[config.mk]
export PLATFORM = sky130hd
export DESIGN_NAME = peripheral_bus_arbiter
export DESIGN_NICKNAME = d
export VERILOG_FILES = /design/src/rtl/peripheral_arb_pkg.sv /design/src/rtl/peripheral_arb_rr.sv /design/src/rtl/peripheral_bus_arbiter.sv
export SDC_FILE = /design/constraint.sdc
export NUM_CORES = 1
export LEC_CHECK = 0
export CELL_PAD_IN_SITES_DETAIL_PLACEMENT = 1
export CELL_PAD_IN_SITES_GLOBAL_PLACEMENT = 2
export CORE_UTILIZATION = 20
export CTS_BUF_LIST = sky130_fd_sc_hd__clkbuf_8
export DETAILED_ROUTE_END_ITERATION = 7
export GPL_TIMING_DRIVEN = 0
export PLACE_DENSITY = 0.95
export SYNTH_ARGS = -nofsm -noshare
export SYNTH_HDL_FRONTEND = slang
export SYNTH_SLANG_ARGS = --single-unit
[constraint.sdc]
create_clock -name clk -period 6.6 [get_ports clk]
set_clock_uncertainty 0.15 [all_clocks]
set_input_delay 0.66 -clock clk [delete_from_list [all_inputs] [get_ports clk]]
set_output_delay 0.66 -clock clk [all_outputs]
set_load 0.005 [all_outputs]
[src/rtl/peripheral_arb_pkg.sv]
// Shared types, address map and decode helper for the two-master peripheral arbiter.
package peripheral_arb_pkg;

  typedef enum logic [1:0] {
    ST_IDLE  = 2'd0,
    ST_ISSUE = 2'd1,
    ST_WAIT  = 2'd2,
    ST_DONE  = 2'd3
  } arb_state_t;

  typedef enum logic [1:0] {
    TGT_REG = 2'd0,
    TGT_MEM = 2'd1,
    TGT_ERR = 2'd2
  } target_t;

  localparam logic [31:0] REG_BASE  = 32'd0;
  localparam logic [31:0] REG_LIMIT = 32'd15;
  localparam logic [31:0] MEM_BASE  = 32'd1024;
  localparam logic [31:0] MEM_LIMIT = 32'd2047;

  // Offset form keeps the check valid for a zero base: addresses below base wrap high.
  function automatic logic in_window(input logic [31:0] addr, input logic [31:0] base,
                                     input logic [31:0] limit);
    return (addr - base) <= (limit - base);
  endfunction

  function automatic target_t decode_target(input logic [31:0] addr);
    target_t tgt;
    tgt = TGT_ERR;
    if (in_window(addr, REG_BASE, REG_LIMIT)) tgt = TGT_REG;
    else if (in_window(addr, MEM_BASE, MEM_LIMIT)) tgt = TGT_MEM;
    return tgt;
  endfunction

endpackage

[src/rtl/peripheral_arb_rr.sv]
// Two-way round-robin grant; the last-granted pointer resets to m1 so m0 wins the first tie.
module peripheral_arb_rr (
  input  logic clk,
  input  logic reset,
  input  logic req0,
  input  logic req1,
  input  logic update,
  output logic grant,
  output logic last_grant
);

  logic last_q;

  always_comb begin
    grant = 1'b0;
    if (req0 && req1) grant = ~last_q;
    else if (req1)    grant = 1'b1;
  end

  always_ff @(posedge clk or posedge reset) begin
    if (reset)       last_q <= 1'b1;
    else if (update) last_q <= grant;
  end

  assign last_grant = last_q;

endmodule

[src/rtl/peripheral_bus_arbiter.sv]
// Two-master front end for peripheral_top: address decode, round-robin sharing, strobe/wait FSM.
// Optional read-wait timeout enabled by defining PERIPH_ARB_TIMEOUT_EN.
module peripheral_bus_arbiter
  import peripheral_arb_pkg::*;
#(
  parameter int TIMEOUT_CYCLES = 255
) (
  input  logic        clk,
  input  logic        reset,
  input  logic        m0_req,
  input  logic        m0_write,
  input  logic [31:0] m0_address,
  input  logic [31:0] m0_wdata,
  output logic        m0_ack,
  output logic        m0_err,
  output logic [31:0] m0_rdata,
  input  logic        m1_req,
  input  logic        m1_write,
  input  logic [31:0] m1_address,
  input  logic [31:0] m1_wdata,
  output logic        m1_ack,
  output logic        m1_err,
  output logic [31:0] m1_rdata,
  output logic        reg_read,
  output logic        reg_write,
  output logic [1:0]  reg_address,
  output logic [31:0] reg_data_in,
  input  logic        reg_read_valid,
  input  logic [31:0] reg_data_out,
  output logic        mem_read,
  output logic        mem_write,
  output logic [7:0]  mem_address,
  output logic [31:0] mem_data_in,
  input  logic        mem_read_valid,
  input  logic [31:0] mem_data_out,
  output logic        busy,
  output logic [1:0]  dbg_state
);

  // Handshake: a master holds req (with stable command) until its one-cycle ack;
  // req high at an IDLE edge starts a new transaction, so it must drop or change after ack.

  arb_state_t  state_q, state_d;
  target_t     tgt_q;
  logic        owner_q;
  logic        wr_q;
  logic [7:0]  addr_q;
  logic [31:0] wdata_q;
  logic [31:0] rdata_q;
  logic        err_q;

  logic        any_req;
  logic        grant;
  logic        last_grant;
  logic        sel_valid;
  logic [31:0] sel_data;
  logic [31:0] cmd_address;
  logic        timeout;

  assign any_req     = m0_req | m1_req;
  assign cmd_address = grant ? m1_address : m0_address;

  peripheral_arb_rr u_rr (
    .clk        (clk),
    .reset      (reset),
    .req0       (m0_req),
    .req1       (m1_req),
    .update     ((state_q == ST_IDLE) && any_req),
    .grant      (grant),
    .last_grant (last_grant)
  );

  // Only the port the latched command targets can complete a read.
  always_comb begin
    sel_valid = 1'b0;
    sel_data  = 32'd0;
    case (tgt_q)
      TGT_REG: begin sel_valid = reg_read_valid; sel_data = reg_data_out; end
      TGT_MEM: begin sel_valid = mem_read_valid; sel_data = mem_data_out; end
      default: ;
    endcase
  end

`ifdef PERIPH_ARB_TIMEOUT_EN
  localparam logic [7:0] TIMEOUT_LAST = 8'(TIMEOUT_CYCLES - 1);
  logic [7:0] wait_cnt_q;

  always_ff @(posedge clk or posedge reset) begin
    if (reset)                   wait_cnt_q <= 8'd0;
    else if (state_q == ST_ISSUE) wait_cnt_q <= 8'd0;
    else if (state_q == ST_WAIT)  wait_cnt_q <= wait_cnt_q + 8'd1;
  end

  assign timeout = (state_q == ST_WAIT) && (wait_cnt_q == TIMEOUT_LAST);
`else
  assign timeout = 1'b0;
`endif

  always_ff @(posedge clk or posedge reset) begin
    if (reset) state_q <= ST_IDLE;
    else       state_q <= state_d;
  end

  always_comb begin
    state_d = state_q;
    case (state_q)
      ST_IDLE:  if (any_req) state_d = ST_ISSUE;
      ST_ISSUE: begin
        if (tgt_q == TGT_ERR || wr_q || sel_valid) state_d = ST_DONE;
        else                                       state_d = ST_WAIT;
      end
      ST_WAIT:  if (sel_valid || timeout) state_d = ST_DONE;
      ST_DONE:  state_d = ST_IDLE;
      default:  state_d = ST_IDLE;
    endcase
  end

  // Command latch and response capture; a valid in the timeout cycle wins.
  always_ff @(posedge clk or posedge reset) begin
    if (reset) begin
      tgt_q   <= TGT_ERR;
      owner_q <= 1'b0;
      wr_q    <= 1'b0;
      addr_q  <= 8'd0;
      wdata_q <= 32'd0;
      rdata_q <= 32'd0;
      err_q   <= 1'b0;
    end else begin
      case (state_q)
        ST_IDLE: if (any_req) begin
          owner_q <= grant;
          wr_q    <= grant ? m1_write : m0_write;
          wdata_q <= grant ? m1_wdata : m0_wdata;
          addr_q  <= cmd_address[9:2];
          tgt_q   <= decode_target(cmd_address);
          rdata_q <= 32'd0;
          err_q   <= 1'b0;
        end
        ST_ISSUE: begin
          if (tgt_q == TGT_ERR) begin
            err_q   <= 1'b1;
            rdata_q <= 32'd0;
          end else if (!wr_q && sel_valid) begin
            rdata_q <= sel_data;
          end
        end
        ST_WAIT: begin
          if (sel_valid) begin
            rdata_q <= sel_data;
          end else if (timeout) begin
            err_q   <= 1'b1;
            rdata_q <= 32'd0;
          end
        end
        default: ;
      endcase
    end
  end

  always_comb begin
    reg_read    = 1'b0;
    reg_write   = 1'b0;
    mem_read    = 1'b0;
    mem_write   = 1'b0;
    reg_address = 2'd0;
    mem_address = 8'd0;
    m0_ack      = 1'b0;
    m0_err      = 1'b0;
    m0_rdata    = 32'd0;
    m1_ack      = 1'b0;
    m1_err      = 1'b0;
    m1_rdata    = 32'd0;
    if (state_q == ST_ISSUE) begin
      case (tgt_q)
        TGT_REG: begin reg_write = wr_q; reg_read = !wr_q; end
        TGT_MEM: begin mem_write = wr_q; mem_read = !wr_q; end
        default: ;
      endcase
    end
    if (state_q != ST_IDLE) begin
      reg_address = addr_q[1:0];
      mem_address = addr_q;
    end
    if (state_q == ST_DONE) begin
      if (owner_q) begin
        m1_ack   = 1'b1;
        m1_err   = err_q;
        m1_rdata = rdata_q;
      end else begin
        m0_ack   = 1'b1;
        m0_err   = err_q;
        m0_rdata = rdata_q;
      end
    end
  end

  assign reg_data_in = wdata_q;
  assign mem_data_in = wdata_q;
  assign busy        = (state_q != ST_IDLE);
  assign dbg_state   = state_q;

  logic unused_ok;
  assign unused_ok = last_grant;

endmodule

==> flow_metrics.py <==
metrics = {
    "drt": {
        "vias": 5799,
        "postRouteWirelength_mm": 23.1,
        "dr.pass1.iters": 4,
        "initialDrtViolationCount": 128,
        "postRouteAntennaNets": 0,
        "routedWlPerCell_um": 17.9,
        "drc": 0,
        "via_per_inst": 4.49,
    },
    "timing": {
        "rsz0062_at_grt": "no",
        "final.setup.tns_ns": 0,
        "fin_crit_ns": 3.92,
        "setup_viol": 0,
        "slew_headroom_pct": 40.4,
        "slew_violations": 0,
        "hold_viol": 0,
        "min_period_over_period_pct": 59.4,
        "fmax_mhz": 255,
        "worstMarginPinSlew_ns": 0.892,
    },
    "synth": {
        "synth_top_area_share_pct": 38.9,
        "syn_nets": 811,
        "async_flop_share_pct": 100,
        "synth_most_common_cell": "nand2_1",
        "synth_compound_area_share_pct": 14.1,
        "synthSimpleGateAreaFrac_pct": 28.3,
        "yosys-mux-area-fraction_pct": 7.43,
        "synthAdderAreaFrac_pct": 0.997,
        "yosysTopAreaCell": "dfrtp_1",
        "synthesis.area_mm2": 0.00502,
        "yosysUniqueCellTypes": 44,
        "synth_area_leaders": "dfrtp_1 (39%), nand2_1 (9.0%), mux2i_1 (7.0%), a31oi_1 (5.5%), buf_4 (5.1%)",
        "avgSynthCellArea_um2": 8.27,
        "ys_dominant_reg_cell": "dfrtp_1",
        "syn-instance-count": 607,
        "yosysWarnings": 0,
        "synth-xor-area-share_pct": 0,
        "synthTopCellsByCount": "nand2_1 (121), dfrtp_1 (78), nor2_1 (55)",
        "yosysSeqAreaShare_pct": 39.9,
        "synth_top_family_by_area": "simple AND/OR/NAND/NOR gates",
        "synth_edf_count": 0,
        "ys_ff_latch": 80,
    },
    "die": {
        "core_area_mm2": 0.0245,
        "num_io_pins": 349,
        "die_height_um": 160,
        "die_w_um": 160,
        "die-area_mm2": 0.0257,
        "rows": 57,
        "start_util_pct": 20.5,
    },
    "clocking": {
        "cts_setup_buffers": 0,
        "h-tree-depth": 3,
        "cts_resized": 0,
        "cts_tree": "yes",
        "cts_buffers": 9,
        "ctsHoldBuffers": 0,
        "cts_buffer_depth": 2,
        "cts-root-buf": "clkbuf_8",
        "cts.sinks": 80,
        "clkTransAtPathRegs_ns": 0.08,
        "worstSkewPairLatency_ns": 0.36,
    },
    "global_route": {
        "grt-busiest-layer": "met2",
        "grt_max_degree": 42,
        "use_met3_pct": 5.09,
        "grt-ovfl-total": 0,
        "grt_pass1_vias": 6297,
        "grt_util_met2_pct": 32.5,
        "grt_usage_pct": 17.7,
        "grt.met1_usage_pct": 20.0,
        "antenna_found_initial": 0,
        "grt_pass1_wl_mm": 35.2,
    },
    "pwr": {
        "total_power_uw": 2750,
        "p_leak_uw": 0.00362,
        "internal_power_uw": 1700,
        "swShare_pct": 38.2,
        "ir_worst_vdd_v": 0.000163,
        "p_sw_uw": 1050,
        "power_frac_comb_pct": 56.1,
        "clock_power_share_pct": 15.7,
        "pwr-share-seq_pct": 28.3,
        "power_per_cell_area_mw_per_mm2": 302,
    },
    "critical_path": {
        "critical_path.max_stage_delay_ns": 0.56,
        "cp.depth": 6,
        "startpoint_type": "flop",
        "crit_buf_inv": 3,
        "ff2ff_path_depth": 8,
        "path_cells": "ha_1 -> inv_1 -> nor2_1 -> clkbuf_1 -> and2_1 -> clkdlybuf4s50_1",
        "worstPathArrival_ns": 3.11,
        "worstPathMaxFanout": 10,
        "path_delay_family": "buffers and inverters",
        "crit_slowest_cell": "nor2_1",
        "critPathRequiredTime_ns": 5.79,
        "criticalPathCategory": "reg2out",
        "critPathCaptureType": "primary output",
    },
    "final_layout": {
        "n_antenna_cell": 0,
        "fin_nets": 1167,
        "layout-drive-gt1-share_pct": 7.02,
        "areaGrowthSynthToFinish_pct": 81.8,
    },
    "placement": {
        "dp_hpwl_mm": 18.9,
        "routabilityCongestion": 0.758,
        "numPortBuffers": 344,
    },
    "hold_path": {
        "hold_path.class": "reg2reg",
        "hold_depth": 2,
    },
    "job": {
        "drv_cap": 0,
    },
    "outcome": {
        "status": "finished, final reports clean",
    },
}
## worst min-delay path, stage by stage (launching register included)
cell and delay, ns:
dfrtp_1 0.36, nand2_1 0.05, o31ai_1 0.05
## power by group through the flow
| stage | Combinational [uW] | Sequential [uW] | Clock [uW] |
|---|---|---|---|
| after floorplan | 674 | 752 | 0 |
| after global placement | 1540 | 786 | 0 |
| after detailed placement | 1580 | 790 | 0 |
| after CTS | 1580 | 785 | 451 |
| after global routing | 1690 | 802 | 465 |
| final | 1540 | 779 | 431 |
## area by class of cell
type	count	area, um^2
Inverter	7	28.8
Clock buffer	10	138
Sequential cell	80	2000
Timing Repair Buffer	345	3470
Buffer	78	435
Multi-Input combinational cell	442	2550
Fill cell	2912	15300
Tap cell	324	405
Clock inverter	6	91.3
## state kept, by name (all words and copies together) (netlist names)
register	flops
mem_data_in	32
addr_q	8
wr_q	1
rdata_q	32
u_rr.last_grant	1
dbg_state	2
owner_q	1
err_q	1
tgt_q	2
## worst paths after layout
check                             start              to  slack [ns]
hold / removal              rdata_q[12]     rdata_q[12]        0.34
max in group asynchronous         reset        tgt_q[1]        5.09
hold reg to reg             rdata_q[12]     rdata_q[12]        0.34
setup reg to reg           dbg_state[0]  mem_data_in[2]        3.85
min in group asynchronous         reset  mem_data_in[5]        0.55
setup / recovery           dbg_state[1]    m0_rdata[28]        2.68
## per-layer routing
| metal | vias up | share of wire (%) |
|---|---|---|
| li1 | 2787 | - |
| met4 | 0 | 0.54 |
| met3 | 9 | 8.2 |
| met5 | - | 0 |
| met1 | 2754 | 40 |
| met2 | 249 | 51 |
## kinds of logic after synthesis
kind of cell,count (synthesis)
AND/OR/NAND/NOR,297
flip-flops,80
adder cells (fa/ha/maj),4
buffers and inverters,85
multiplexers,37
AO/OA/AOI/OAI,104
## placed cells by master (no fill, tap or decap), drive strengths merged, types with 3 or more instances in the layout
master         netlist  layout
nor3                16      16
a31oi               44      44
buf                 45      46
or4                  4       4
nand3                6       6
clkdlybuf4s50        0     344
and2                35      35
a21oi                5       5
nor4                 4       4
inv                  7       8
clkinv               0       3
nand2b               5       5
o31ai               33      33
nor2                55      55
mux2i               35      35
ha                   4       4
nand4                4       4
o21ai                7       7
o21a                 3       3
clkbuf              33      43
or3                  3       3
nor2b                8       8
dfrtp               78      78
and3                33      33
nand2              121     121
## metrics by stage
step	util, %	hold slack (ns)	instance area, um^2	instances	worst slack (ns)
CTS	37.3	0.347	9130	1292	2.53
global route	37.3	0.372	9130	1292	2.40
finish	37.3	0.344	9130	1292	2.68
global placement	36.3	0.319	8870	1275	2.02
floorplan	-	0.304	5020	607	3.74
detailed placement	36.4	0.327	8900	1276	2.95
No activity file was read; power rests on OpenSTA's default activity.
